## config.mk

```make
export PLATFORM = sky130hd
export DESIGN_NAME = btn_conditioner
export DESIGN_NICKNAME = d
export VERILOG_FILES = /design/src/rtl/btn_cond_pkg.sv /design/src/rtl/btn_debounce_ch.sv /design/src/rtl/btn_conditioner.sv
export SDC_FILE = /design/constraint.sdc
export NUM_CORES = 1
export LEC_CHECK = 0
export ABC_AREA = 0
export CAP_MARGIN = 20
export CORE_ASPECT_RATIO = 0.9
export CORE_MARGIN = 3
export CORE_UTILIZATION = 62
export CTS_CLUSTER_SIZE = 8
export DETAILED_ROUTE_END_ITERATION = 10
export PLACE_DENSITY = 0.8
export REMOVE_ABC_BUFFERS = 1
export SETUP_SLACK_MARGIN = 0.3
export SLEW_MARGIN = 10
export SYNTH_ARGS = -nofsm -noshare
export SYNTH_HDL_FRONTEND = slang
export SYNTH_HIERARCHICAL = 1
export SYNTH_SLANG_ARGS = --single-unit
```

## constraint.sdc

```tcl
create_clock -name i_clk -period 3 [get_ports i_clk]
set_input_delay 0.6 -clock i_clk [delete_from_list [all_inputs] [get_ports i_clk]]
set_output_delay 0.6 -clock i_clk [all_outputs]
set_load 0.05 [all_outputs]
```

## src/rtl/btn_cond_pkg.sv

```systemverilog
// Shared types and default timing constants for the push-button conditioner.
// Auto-repeat is enabled by defining BTN_COND_AUTOREPEAT_EN.
package btn_cond_pkg;

   typedef enum logic [1:0] {
      ST_RELEASED,
      ST_PRESS_PEND,
      ST_PRESSED,
      ST_REL_PEND
   } btn_state_t;

   localparam int BTN_DEBOUNCE_DEFAULT      = 250000;   // 10 ms at 25 MHz
   localparam int BTN_REPEAT_DELAY_DEFAULT  = 12500000;
   localparam int BTN_REPEAT_PERIOD_DEFAULT = 2500000;

   function automatic int max2(input int a, input int b);
      return (a > b) ? a : b;
   endfunction

endpackage

```

## src/rtl/btn_debounce_ch.sv

```systemverilog
// One button channel: synchroniser, debounce FSM and, with BTN_COND_AUTOREPEAT_EN,
// a repeat counter that re-pulses press while the button stays down.
module btn_debounce_ch
   import btn_cond_pkg::*;
#(
   parameter int SYNC_STAGES     = 2,
   parameter int DEBOUNCE_CYCLES = BTN_DEBOUNCE_DEFAULT,
   parameter int REPEAT_DELAY    = BTN_REPEAT_DELAY_DEFAULT,
   parameter int REPEAT_PERIOD   = BTN_REPEAT_PERIOD_DEFAULT
) (
   input  logic clk,
   input  logic rst,
   input  logic pin,
   output logic level,
   output logic press,
   output logic rel
);

   if (SYNC_STAGES < 2 || SYNC_STAGES > 4 || DEBOUNCE_CYCLES < 2 ||
       REPEAT_DELAY < 1 || REPEAT_PERIOD < 1) begin : g_bad_cfg
      $error("btn_debounce_ch: illegal parameter set");
   end

   localparam int CW = $clog2(DEBOUNCE_CYCLES);
   localparam logic [CW-1:0] CNT_LAST = CW'(DEBOUNCE_CYCLES - 1);
   localparam logic [CW-1:0] CNT_ONE  = CW'(1);

   logic [SYNC_STAGES-1:0] sync;
   logic                   s;
   btn_state_t             state;
   logic [CW-1:0]          cnt;
   logic                   held;
   logic                   rpt_hit;

   assign s    = sync[SYNC_STAGES-1];
   assign held = (state == ST_PRESSED) || (state == ST_REL_PEND);

`ifdef BTN_COND_AUTOREPEAT_EN
   localparam int RW = $clog2(max2(REPEAT_DELAY, REPEAT_PERIOD) + 1);
   localparam logic [RW-1:0] DLY_LAST = RW'(REPEAT_DELAY - 1);
   localparam logic [RW-1:0] PER_LAST = RW'(REPEAT_PERIOD - 1);

   logic [RW-1:0] rpt_cnt;
   logic          rpt_first;

   assign rpt_hit = held && (rpt_cnt == (rpt_first ? DLY_LAST : PER_LAST));

   // Sits cleared outside PRESSED/REL_PEND, so it starts from zero on the commit.
   always_ff @(posedge clk) begin
      if (rst || !held) begin
         rpt_cnt   <= '0;
         rpt_first <= 1'b1;
      end else if (rpt_hit) begin
         rpt_cnt   <= '0;
         rpt_first <= 1'b0;
      end else begin
         rpt_cnt   <= rpt_cnt + 1'b1;
      end
   end
`else
   assign rpt_hit = 1'b0;
`endif

   always_ff @(posedge clk) begin
      if (rst) begin
         sync  <= '0;
         state <= ST_RELEASED;
         cnt   <= '0;
         level <= 1'b0;
         press <= 1'b0;
         rel   <= 1'b0;
      end else begin
         sync  <= {sync[SYNC_STAGES-2:0], pin};
         press <= rpt_hit;
         rel   <= 1'b0;
         unique case (state)
            ST_RELEASED:
               if (s) begin
                  state <= ST_PRESS_PEND;
                  cnt   <= CNT_ONE;
               end
            ST_PRESS_PEND:
               if (!s) begin
                  state <= ST_RELEASED;
                  cnt   <= '0;
               end else if (cnt == CNT_LAST) begin
                  state <= ST_PRESSED;
                  cnt   <= '0;
                  level <= 1'b1;
                  press <= 1'b1;
               end else begin
                  cnt   <= cnt + 1'b1;
               end
            ST_PRESSED:
               if (!s) begin
                  state <= ST_REL_PEND;
                  cnt   <= CNT_ONE;
               end
            ST_REL_PEND:
               if (s) begin
                  state <= ST_PRESSED;
                  cnt   <= '0;
               end else if (cnt == CNT_LAST) begin
                  // release wins over a repeat landing on the same edge
                  state <= ST_RELEASED;
                  cnt   <= '0;
                  level <= 1'b0;
                  press <= 1'b0;
                  rel   <= 1'b1;
               end else begin
                  cnt   <= cnt + 1'b1;
               end
            default: begin
               state <= ST_RELEASED;
               cnt   <= '0;
            end
         endcase
      end
   end

endmodule

```

## src/rtl/btn_conditioner.sv

```systemverilog
// Push-button front end: polarity normalise, synchronise and debounce N_BTN pins.
// Optional auto-repeat on o_press is enabled by defining BTN_COND_AUTOREPEAT_EN.
module btn_conditioner
   import btn_cond_pkg::*;
#(
   parameter int               N_BTN           = 7,
   parameter logic [N_BTN-1:0] ACTIVE_LOW_MASK = 7'b0000001,
   parameter int               SYNC_STAGES     = 2,
   parameter int               DEBOUNCE_CYCLES = BTN_DEBOUNCE_DEFAULT,
   parameter int               REPEAT_DELAY    = BTN_REPEAT_DELAY_DEFAULT,
   parameter int               REPEAT_PERIOD   = BTN_REPEAT_PERIOD_DEFAULT
) (
   input  logic             i_clk,
   input  logic             i_rst,
   input  logic [N_BTN-1:0] btn,
   output logic [N_BTN-1:0] o_level,
   output logic [N_BTN-1:0] o_press,
   output logic [N_BTN-1:0] o_release
);

   logic [N_BTN-1:0] pin;

   // After this, 1 means pressed on every channel.
   assign pin = btn ^ ACTIVE_LOW_MASK;

   for (genvar i = 0; i < N_BTN; i++) begin : g_ch
      btn_debounce_ch #(
         .SYNC_STAGES    (SYNC_STAGES),
         .DEBOUNCE_CYCLES(DEBOUNCE_CYCLES),
         .REPEAT_DELAY   (REPEAT_DELAY),
         .REPEAT_PERIOD  (REPEAT_PERIOD)
      ) u_ch (
         .clk  (i_clk),
         .rst  (i_rst),
         .pin  (pin[i]),
         .level(o_level[i]),
         .press(o_press[i]),
         .rel  (o_release[i])
      );
   end

endmodule

```

# After elaboration in Yosys (flattened, before gate mapping)
# Cells that the tools add are included.
dict set report classes {
  bitwise 22
  mux 133
  reduce_logical 49
  n_addsub 7
  eq_ne 84
}
# operator n
set ops {}
lappend ops {{18-bit two-way mux} 35}
lappend ops {{18-bit one-hot mux with 4 select lines} 7}
lappend ops {{18-bit by 1-bit adder with 18-bit output (second input constant)} 7}
lappend ops {{18-bit equality test (second input constant)} 7}
lappend ops {{2-bit two-way mux} 42}
lappend ops {{2-bit one-hot mux with 4 select lines} 7}
lappend ops {{2-bit by 1-bit != test with 1-bit output (second input constant)} 21}
lappend ops {{2-bit != test (second input constant)} 21}
lappend ops {{3-bit OR reduction} 14}
lappend ops {{1-bit two-way mux} 35}
lappend ops {{5-bit AND reduction} 7}
lappend ops {{2-bit equality test (second input constant)} 14}
lappend ops {{4-bit AND reduction} 7}
lappend ops {{1-bit inverter} 22}
lappend ops {{3-bit by 2-bit != test with 1-bit output (second input constant)} 7}
lappend ops {{3-bit != test (second input constant)} 7}
lappend ops {{2-bit by 1-bit equality test with 1-bit output (second input constant)} 7}
lappend ops {{2-bit logical NOT} 7}
lappend ops {{1-bit one-hot mux with 2 select lines} 7}
lappend ops {{2-bit AND reduction} 7}
lappend ops {{2-bit nonzero test} 7}
dict set report totals {
  word_cells 337
  register_bits 175
  in_bits 9
  output_inout_bits 21
}

# Longest topological paths before layout
# Gate-level depths: netlist of run 1.
dict set report depth {
  ltp_word 4
  mapped_depth 7
  ltp_nobuf 6
}

# Hierarchy
# Netlist of run 1, hierarchy kept.
# mod cells_each n_inst area_each_um2 seq_area_each_um2
set by_module_without_submodules {}
lappend by_module_without_submodules {{btn_debounce_ch (g_ch[1].u_ch ...)} 153 5 1266.2 500.5}
lappend by_module_without_submodules {{btn_debounce_ch (g_ch[0].u_ch)} 152 1 1282.5 500.5}
lappend by_module_without_submodules {{btn_debounce_ch (g_ch[5].u_ch)} 151 1 1271.2 500.5}
lappend by_module_without_submodules {btn_conditioner 1 1 3.8 0.0}

# Worst setup path after synthesis of run 1
# OpenSTA, ideal clock, no wires.
dict set report synth_timing {
  path_kind {register to register}
  start {reg g_ch[5].u_ch.cnt[5]}
  end {reg g_ch[5].u_ch.cnt[14]}
  path_buffers 1
  path_stages_with_launch 7
  period_less_slack_ps 2142
  arrival_ps 2027
  setup_ps 115
  t_required_ps 2885
  slack_ps 858
  path_cell_list {dfxtp_1 or4b_1 or4_4 o21ai_2 buf_4 o21ai_0 a21o_2}
}
dict set report synth_via {
  elab_chain_len 4
  elab_cells_between_ends 6
  cone_classes {add/sub: 1; eq/ne: 1; mux: 4}
}
# item line
set synth_rtl {}
lappend synth_rtl {{start, declared} btn_debounce_ch.sv:31} ;# logic [CW-1:0] cnt;
lappend synth_rtl {{start signal, assigned} btn_debounce_ch.sv:92} ;# cnt <= cnt + 1'b1;
lappend synth_rtl {{start signal, assigned} btn_debounce_ch.sv:111} ;# cnt <= cnt + 1'b1;
lappend synth_rtl {{18-bit by 1-bit adder with 18-bit output or 18-bit equality test (tied branches)} n/a}
lappend synth_rtl {{18-bit two-way mux *} {btn_debounce_ch.sv:86, btn_debounce_ch.sv:103}}
lappend synth_rtl {{18-bit two-way mux, on equally long branches} {btn_debounce_ch.sv:100, btn_debounce_ch.sv:83}}
lappend synth_rtl {{18-bit one-hot mux with 4 select lines *} btn_debounce_ch.sv:76} ;# unique case (state)
# Mark *: on every way between the ends. The rest lies on a longest branch, timed or not.
# A chain may end at the register's enable or synchronous reset.

# Final worst setup path of run 1
dict set report layout_timing {
  start {reg g_ch[6].u_ch.cnt[5]}
  end {reg g_ch[6].u_ch.cnt[9]}
}
dict set report layout_via {
  elab_chain_len 4
  elab_cells_between_ends 6
  cone_classes {add/sub: 1; eq/ne: 1; mux: 4}
}
# item line
set layout_rtl {}
lappend layout_rtl {{start, declared} btn_debounce_ch.sv:31}
lappend layout_rtl {{start signal, assigned} btn_debounce_ch.sv:92}
lappend layout_rtl {{start signal, assigned} btn_debounce_ch.sv:111}
lappend layout_rtl {{18-bit by 1-bit adder with 18-bit output or 18-bit equality test (tied branches)} n/a}
lappend layout_rtl {{18-bit two-way mux *} {btn_debounce_ch.sv:86, btn_debounce_ch.sv:103}}
lappend layout_rtl {{18-bit two-way mux, on equally long branches} {btn_debounce_ch.sv:100, btn_debounce_ch.sv:83}}
lappend layout_rtl {{18-bit one-hot mux with 4 select lines *} btn_debounce_ch.sv:76}
# Marks and branches as above.

==> results list, run 1 <==
- The flow ran to the end, and the final reports show no timing, DRC or antenna violations.
- Synthesized area divided by synthesized cell count: just over 8 µm²
* Post-route clock skew: slightly above 6 ps
- Setup repair after global routing left no endpoint under its margin.
- Clock slew at the register clock pins of the worst setup and hold paths: 60 ps
- At the end of the flow, the number of nets in the layout was around 1100.
* Setup crit start kind: flip-flop
* Total global routing overflow: 0
* Fraction of the core area covered by cells at the end of the flow: 72.1%
- Simple-gate share of the synthesized area: 33.3%
- FFs w/ async S/R, synth: 0%
- Data arrival time of the worst path: 2820 ps
- Top cell type's share of synthesized area: 39.4%
- Detailed-route wire length on metal 1: about 9100 µm
* Overall track demand over capacity in global routing: roughly 23%
- Placement Rows: 40
* Commonest cells after routing, fill and taps aside: dfxtp_1, o21ai_0, nand2_1, nand3_1, a21oi_1
- Based on the critical path, the design can be clocked at up to 398 MHz.
- After routing the design area is between 9000 and 10000 µm².
- Setup violations remaining at the end of the flow were counted as 0.
* Final antenna diode count: 0
- Number of buffers inserted during clock tree synthesis: 17
- Summing all multi-input logic gate instances after layout gives between 4000 and 5000 µm².
* Leak: between 3 and 4 nW
- Max-cap violations in this run came to 0.
- In the final layout, the share of cells above drive strength 1 is 9.07%.
* Dominant combinational cell family by area after synthesis: simple AND/OR/NAND/NOR gates
- In this run the worst path has a maximum fanout of 18.
- Registers take 3500 µm².
- Later-pin clock latency in the skew report: around 420 ps
- Measured against its own limit, the worst slew margin works out to 50.3%.
- The first detailed-routing pass took 6 iterations.
* Xor-xnor portion of the synthesized cell area: roughly 1.5%
* Root Driver: clkbuf_16
* Post-CTS Hold Buffers: 0
* Sequential-to-total area share from yosys stat: 39.4%
* Classification of the worst-slack hold path: reg -> reg
- Summing the areas of all fa, ha and maj instances in the mapped netlist gives less than 1% of the synthesized area.
- The highest metal layer carrying signal wires in the routed design is met4.
- Number of warnings issued by yosys: 6
- Area of the core: 13700 µm²
- Synth Area in Compound Gates: approximately 16%
- Detailed routing placed a total of about 890 µm of wire on met3.
- By area the synthesized netlist is led by dfxtp_1, o21ai_0, nand3_1, a21oi_1, nand2_1.
- Sinks on Clock Net: ~180
- STA classifies the critical path endpoint as a flip-flop.
- DRC violations left: 0
* Maximum count of clock buffers along a single path: 2
* Cells after synthesis: 1069
* Gp weighted congestion: between 0.8 and 0.9
- Global-route wire length before repair: between 30000 and 40000 µm
- Via density per instance: just over 6
- The max-slew violation total from the final report is 0.
- Total half-perimeter wirelength after legalization and detailed placement: ~12000 µm
- Fin. Hold Viols: 0
- From synthesis to final layout, the design area changed by 10.8%.
* Synth unique cells: 70
- Final routed wirelength across all metal layers: about 18000 µm
- Drt wl/cell: around 14 µm
* Most frequent standard cell in the layout excluding fill and tap cells: dfxtp_1
- Overall power of the completed layout: around 4.8 mW
* Number of filler instances in the final layout: 1058
* Post-synthesis instance area: a little under 9000 µm²
- The worst path uses a little over four fifths of the clock period.
- Cts repair resizes: 0
* Least setup slack across all paths after layout: slightly below 500 ps
- The detailed router placed slightly below 8000 vias in this run.
- Grouping stages by cell kind, the critical path spends the most delay in simple AND/OR/NAND/NOR gates.
- Once detail routing completed, the nets flagged for antenna violations numbered 0.
- The number of placed instances, taps included, is about 1300.
- Number of flops mapped to enable cells by yosys: 0
* Placement-stage worst setup slack: between 500 and 600 ps
- The setup path with the least slack is of type reg -> reg.
- Final hold analysis gives a worst-case slack of between 400 and 500 ps.
- Number of setup buffers added after CTS: 0
- The most used flip-flop cell after synthesis is dfxtp_1.
* Multiplexer share of the synthesized area: a little over 3%
- Count of H-tree levels built during CTS: 4
- Cell with the largest stage delay on the worst path: or4b_1
- For the worst setup path, the data required time is between 3000 and 4000 ps.
* Leading area contributor after synthesis: dfxtp_1
- Crit-path cells: or4b_1, or4_4, o21ai_2, o21ai_0, a22o_1
- Peak supply drop: about 0.00046 V
- 30 I/O pins were placed.
- The number of global-route vias before repair came to 6886.
- Dividing total power by cell area gives a power density of 492 nW/µm².
- TritonCTS clock tree: done
- Iteration-0 DRC count of the detailed router: 460
* Effective utilization at floorplan: around 65%
- Transition at the pin with the smallest max-transition slack: ~740 ps
- The worst path in the final design needs a cycle of about 2500 ps, including I/O delays and setup.
* Area of the die: around 16000 µm²
- For the final routed database, the setup TNS stands at 0 ps.
- The largest single stage delay on the critical path is about 590 ps.
- Bufs and invs on worst path: 0
* Die boundary height: ~120 µm
- Met2 Routed Length: a little over 8000 µm
* Largest net degree at the start of global routing: 28
- Port buffering added 29 buffers.
- Number of synthesized register bits: around 180
- The count of cells in the finished layout, fillers not included, comes to around 1300.
- Antenna violations before repair: 0
- Chip width: 132 µm
- Placed Area: 9240 µm²
[final cells by class]
type | instances | share of cell area (%)
Timing Repair Buffer | 49 | 4.42
Tap cell | 189 | 2.40
Clock buffer | 25 | 5.13
Inverter | 47 | 1.79
Sequential cell | 175 | 35.6
Clock inverter | 5 | 1.04
Multi-Input combinational cell | 791 | 49.6
[state kept, by name, summed over array words and instances (netlist names), named ones only]
name             flops
g_ch.u_ch/cnt      126
g_ch.u_ch/press      7
g_ch.u_ch/rel        7
g_ch.u_ch/state      7
g_ch.u_ch/level      7
g_ch.u_ch/sync      14
[path summary, 6_finish.rpt]
kind	start	endpoint	slack (ps)	cells past startpoint
worst max-delay path	g_ch[6].u_ch/cnt[5]	g_ch[6].u_ch/cnt[9]	490	5
worst max register to register	g_ch[6].u_ch/cnt[5]	g_ch[6].u_ch/cnt[9]	490	5
worst min-delay path	g_ch[3].u_ch/sync[0]	g_ch[3].u_ch/sync[1]	440	1
worst min register to register	g_ch[3].u_ch/sync[0]	g_ch[3].u_ch/sync[1]	440	1
[metal layers]
metal  global-route usage (%)  vias up
met5                        0        -
met4                     5.58        0
met3                     5.24       14
met2                     37.7      179
met1                     30.9     3621
li1                         -     3964
[where the power goes]
group,switching (mW),leakage [nW],internal (mW)
logic,0.134,1.74,0.0871
clock network,0.837,0.295,1.41
registers,0.0249,1.41,2.35
[kinds of logic (layout without fill, tap and decap cells)]
group                    after synthesis  count (layout)
AND/OR/NAND/NOR                      499             499
AO/OA/AOI/OAI                        244             244
XOR/XNOR                              14              14
flip-flops                           175             175
adder cells (fa/ha/maj)                7               7
buffers and inverters                103             126
multiplexers                          27              27
[cell usage after synthesis, types with 6 or more instances]
cell type / n
a211oi_1: 12
a21o_1: 19
a21oi_1: 75
a22o_1: 10
a31oi_1: 6
and3_1: 17
and3_2: 6
and4_1: 15
buf_2: 16
buf_6: 9
clkbuf_1: 22
dfxtp_1: 175
ha_1: 7
inv_1: 47
mux2i_1: 27
nand2_1: 86
nand3_1: 85
nand3b_1: 14
nand4_1: 34
nor2_1: 52
nor2b_1: 14
nor3_1: 28
nor3b_1: 13
nor4_1: 23
nor4b_1: 7
o21ai_0: 95
or3_1: 31
or3_2: 6
or4_1: 9
or4_4: 6
xnor2_1: 6
xor2_1: 7
(Power assumes the default switching activity.)
==> inputs of run 2 (changes only) <==
Clock period 3 ns to 2.6 ns, I/O delays scaled along.
==> results list, run 2 (synthesis results as in run 1) <==
- Outcome: finished, final reports clean (unchanged)
* Final Hold Slack: 434 ps (was 437 ps)
* Peak supply drop: 0.000448 V (was 0.000455 V)
- Post-layout net count: 1106 (was 1097)
- The max-slew violation total from the final report came to 0 (unchanged).
- Largest net degree at the start of global routing: 23 (was 28)
- Largest registers: g_ch.u_ch/cnt x126, g_ch.u_ch/sync x14 (unchanged)
- Worst rel slew slack: 30.6% (was 50.3%)
* Via count of the first global-routing pass: 6920 (was 6886)
- Total global routing overflow: 0 (unchanged)
* Final Setup Violations: 0 (unchanged)
- The area of the die was 15800 µm² (unchanged).
* Via density per instance: 5.97 (was 6.07)
- The average wire per cell in the routed design came to 14.3 µm (about the same).
- TritonCTS clock tree: done (unchanged)
- The HPWL after detailed placement was 12100 µm (was 12200 µm).
- The starting utilization of the core area came to 65.1% (unchanged).
* Clock slew at the register clock pins of the worst setup and hold paths: 60 ps (about the same)
* Classification of the worst-slack hold path: reg -> reg (unchanged)
- Chip width: 132 µm (unchanged)
- IO Pins: 30 (unchanged)
* Number of maximum-capacitance constraint violations: 0 (unchanged)
* Most frequent standard cell in the layout excluding fill and tap cells: dfxtp_1 (unchanged)
- The row count came to 40 (unchanged).
* Fraction of the core area covered by cells at the end of the flow: 73.2% (was 72.1%)
- The largest register by flop count is g_ch.u_ch/cnt (unchanged).
- The shortest period the worst path allows is 2240 ps (was 2510 ps).
* Unrepaired setup endpoints after global routing: false (unchanged)
* Final routed wirelength across all metal layers: 18400 µm (was 18300 µm)
* Number of buffers inserted during clock tree synthesis: 17 (unchanged)
- Port Buffers: 29 (unchanged)
- Worst-path maximum fanout: 7 (was 18)
- Critical Setup Path Class: reg -> reg (unchanged)
- Detailed-routing iteration count for the pre-antenna-repair pass: 4 (was 6)
- The worst-case clock skew was 12.8 ps (was 6.05 ps).
- CP Capture Type: flip-flop (unchanged)
- Root Driver: clkbuf_16 (unchanged)
- Die boundary height: 120 µm (unchanged)
* Iteration-0 DRC count of the detailed router: 405 (was 460)
- The portion of the clock cycle consumed by the worst path in the final layout was 86.1% (was 83.7%).
- Area of the core: 13700 µm² (unchanged)
- Area added between synthesis and finish: 12.5% (was 10.8%)
- The nature of the critical path startpoint is a flip-flop (unchanged).
* Transition at the pin with the smallest max-transition slack: 1030 ps (was 745 ps)
* Sinks on Clock Net: 175 (unchanged)
- Gp weighted congestion: 0.832 (was 0.826)
- The leakage power was 3.49 nW (was 3.45 nW).
* DRC violations left: 0 (unchanged)
- The worst endpoint data arrival time is 2580 ps (was 2820 ps).
- The global-route wire length before repair came to 31800 µm (was 31100 µm).
- Maximum count of clock buffers along a single path: 2 (unchanged)
* Final antenna diode count: 0 (unchanged)
- Max Fclk: 447 MHz (was 398 MHz)
- The flip-flop count of the largest register after layout is 126 (unchanged).
- Setup TNS after final layout: 0 ps (unchanged)
- Count of H-tree levels built during CTS: 4 (unchanged)
* Detailed-route via count: 7715 (was 7778)
- Later-pin clock latency in the skew report: 430 ps (was 420 ps)
- Commonest cells after routing, fill and taps aside: dfxtp_1, o21ai_0, nand2_1, nand3_1, a21oi_1 (unchanged).
* Crit path required time: 2950 ps (was 3310 ps)
- Power per cell area: 563 nW/µm² (was 492 nW/µm²)
- Overall track demand over capacity in global routing: 23.3% (was 22.9%)
- Fin. Hold Viols: 0 (unchanged)
- The number of antenna violations at the first check in global routing came to 0 (unchanged).
- Layout cells sized above 1: 10.9% (was 9.07%)
* Antenna-violating nets left: 0 (unchanged)
[run 2: changes by cell type in the layout (fill, tap and decap cells not counted), moves of 3 or more]
cell	previous run	this run
buf_4	20	28
clkinvlp_4	1	4
clkbuf_8	5	2
clkinv_4	0	3
[run 2: final cells by class]
| type | count | area [µm²] |
|---|---|---|
| multi-input combinational | 791 | 4950 |
| fill | 1036 | 3670 |
| sequential | 175 | 3510 |
| timing repair buffer | 58 | 507 |
| clock buffer | 20 | 457 |
| tap | 189 | 236 |
| inverter | 47 | 176 |
| clock inverter | 12 | 160 |
[run 2: power by group]
group / switching [mW] / internal, mW
registers: 0.0281 / 2.71
clock network: 1.07 / 1.57
logic: 0.156 / 0.0995
[run 2: worst max-delay path, cell delays in order (launching register included)]
cell	delay, ps
dfxtp_1	360
or4b_4	570
or4_4	580
or4_4	450
a31oi_2	210
[run 2: routing by layer]
layer | share of wire [%] | GRT usage, %
met3 | 4.0 | 4.02
met5 | 0 | 0
met1 | 51 | 33.2
met4 | 1.2 | 7.99
met2 | 44 | 35.9
[run 2: stage by stage]
step	power (mW)	cell area [µm²]	worst slack [ps]	cells
2_1_floorplan	2.95	8570	368	1013
3_3_place_gp	3.04	9290	334	1258
3_5_place_dp	3.05	9290	311	1258
4_1_cts	5.68	9910	303	1290
5_1_grt	5.82	10000	289	1292
6_report	5.63	10000	363	1292
[run 2: path summary, 6_finish.rpt]
kind / slack [ps] / start / cells past startpoint / endpoint
worst max-delay path: 360 / g_ch[6].u_ch/cnt[5] / 4 / g_ch[6].u_ch/level
worst min-delay path: 430 / g_ch[2].u_ch/sync[0] / 1 / g_ch[2].u_ch/sync[1]
worst max register to register: 360 / g_ch[6].u_ch/cnt[5] / 4 / g_ch[6].u_ch/level
worst min register to register: 430 / g_ch[2].u_ch/sync[0] / 1 / g_ch[2].u_ch/sync[1]
[run 2: timing repair]
action	in CTS	in global routing
resized for setup	0	11
pin swaps	1	4
hold buffers	0	0
buffers inserted	0	2
endpoints found under the setup margin	1	16
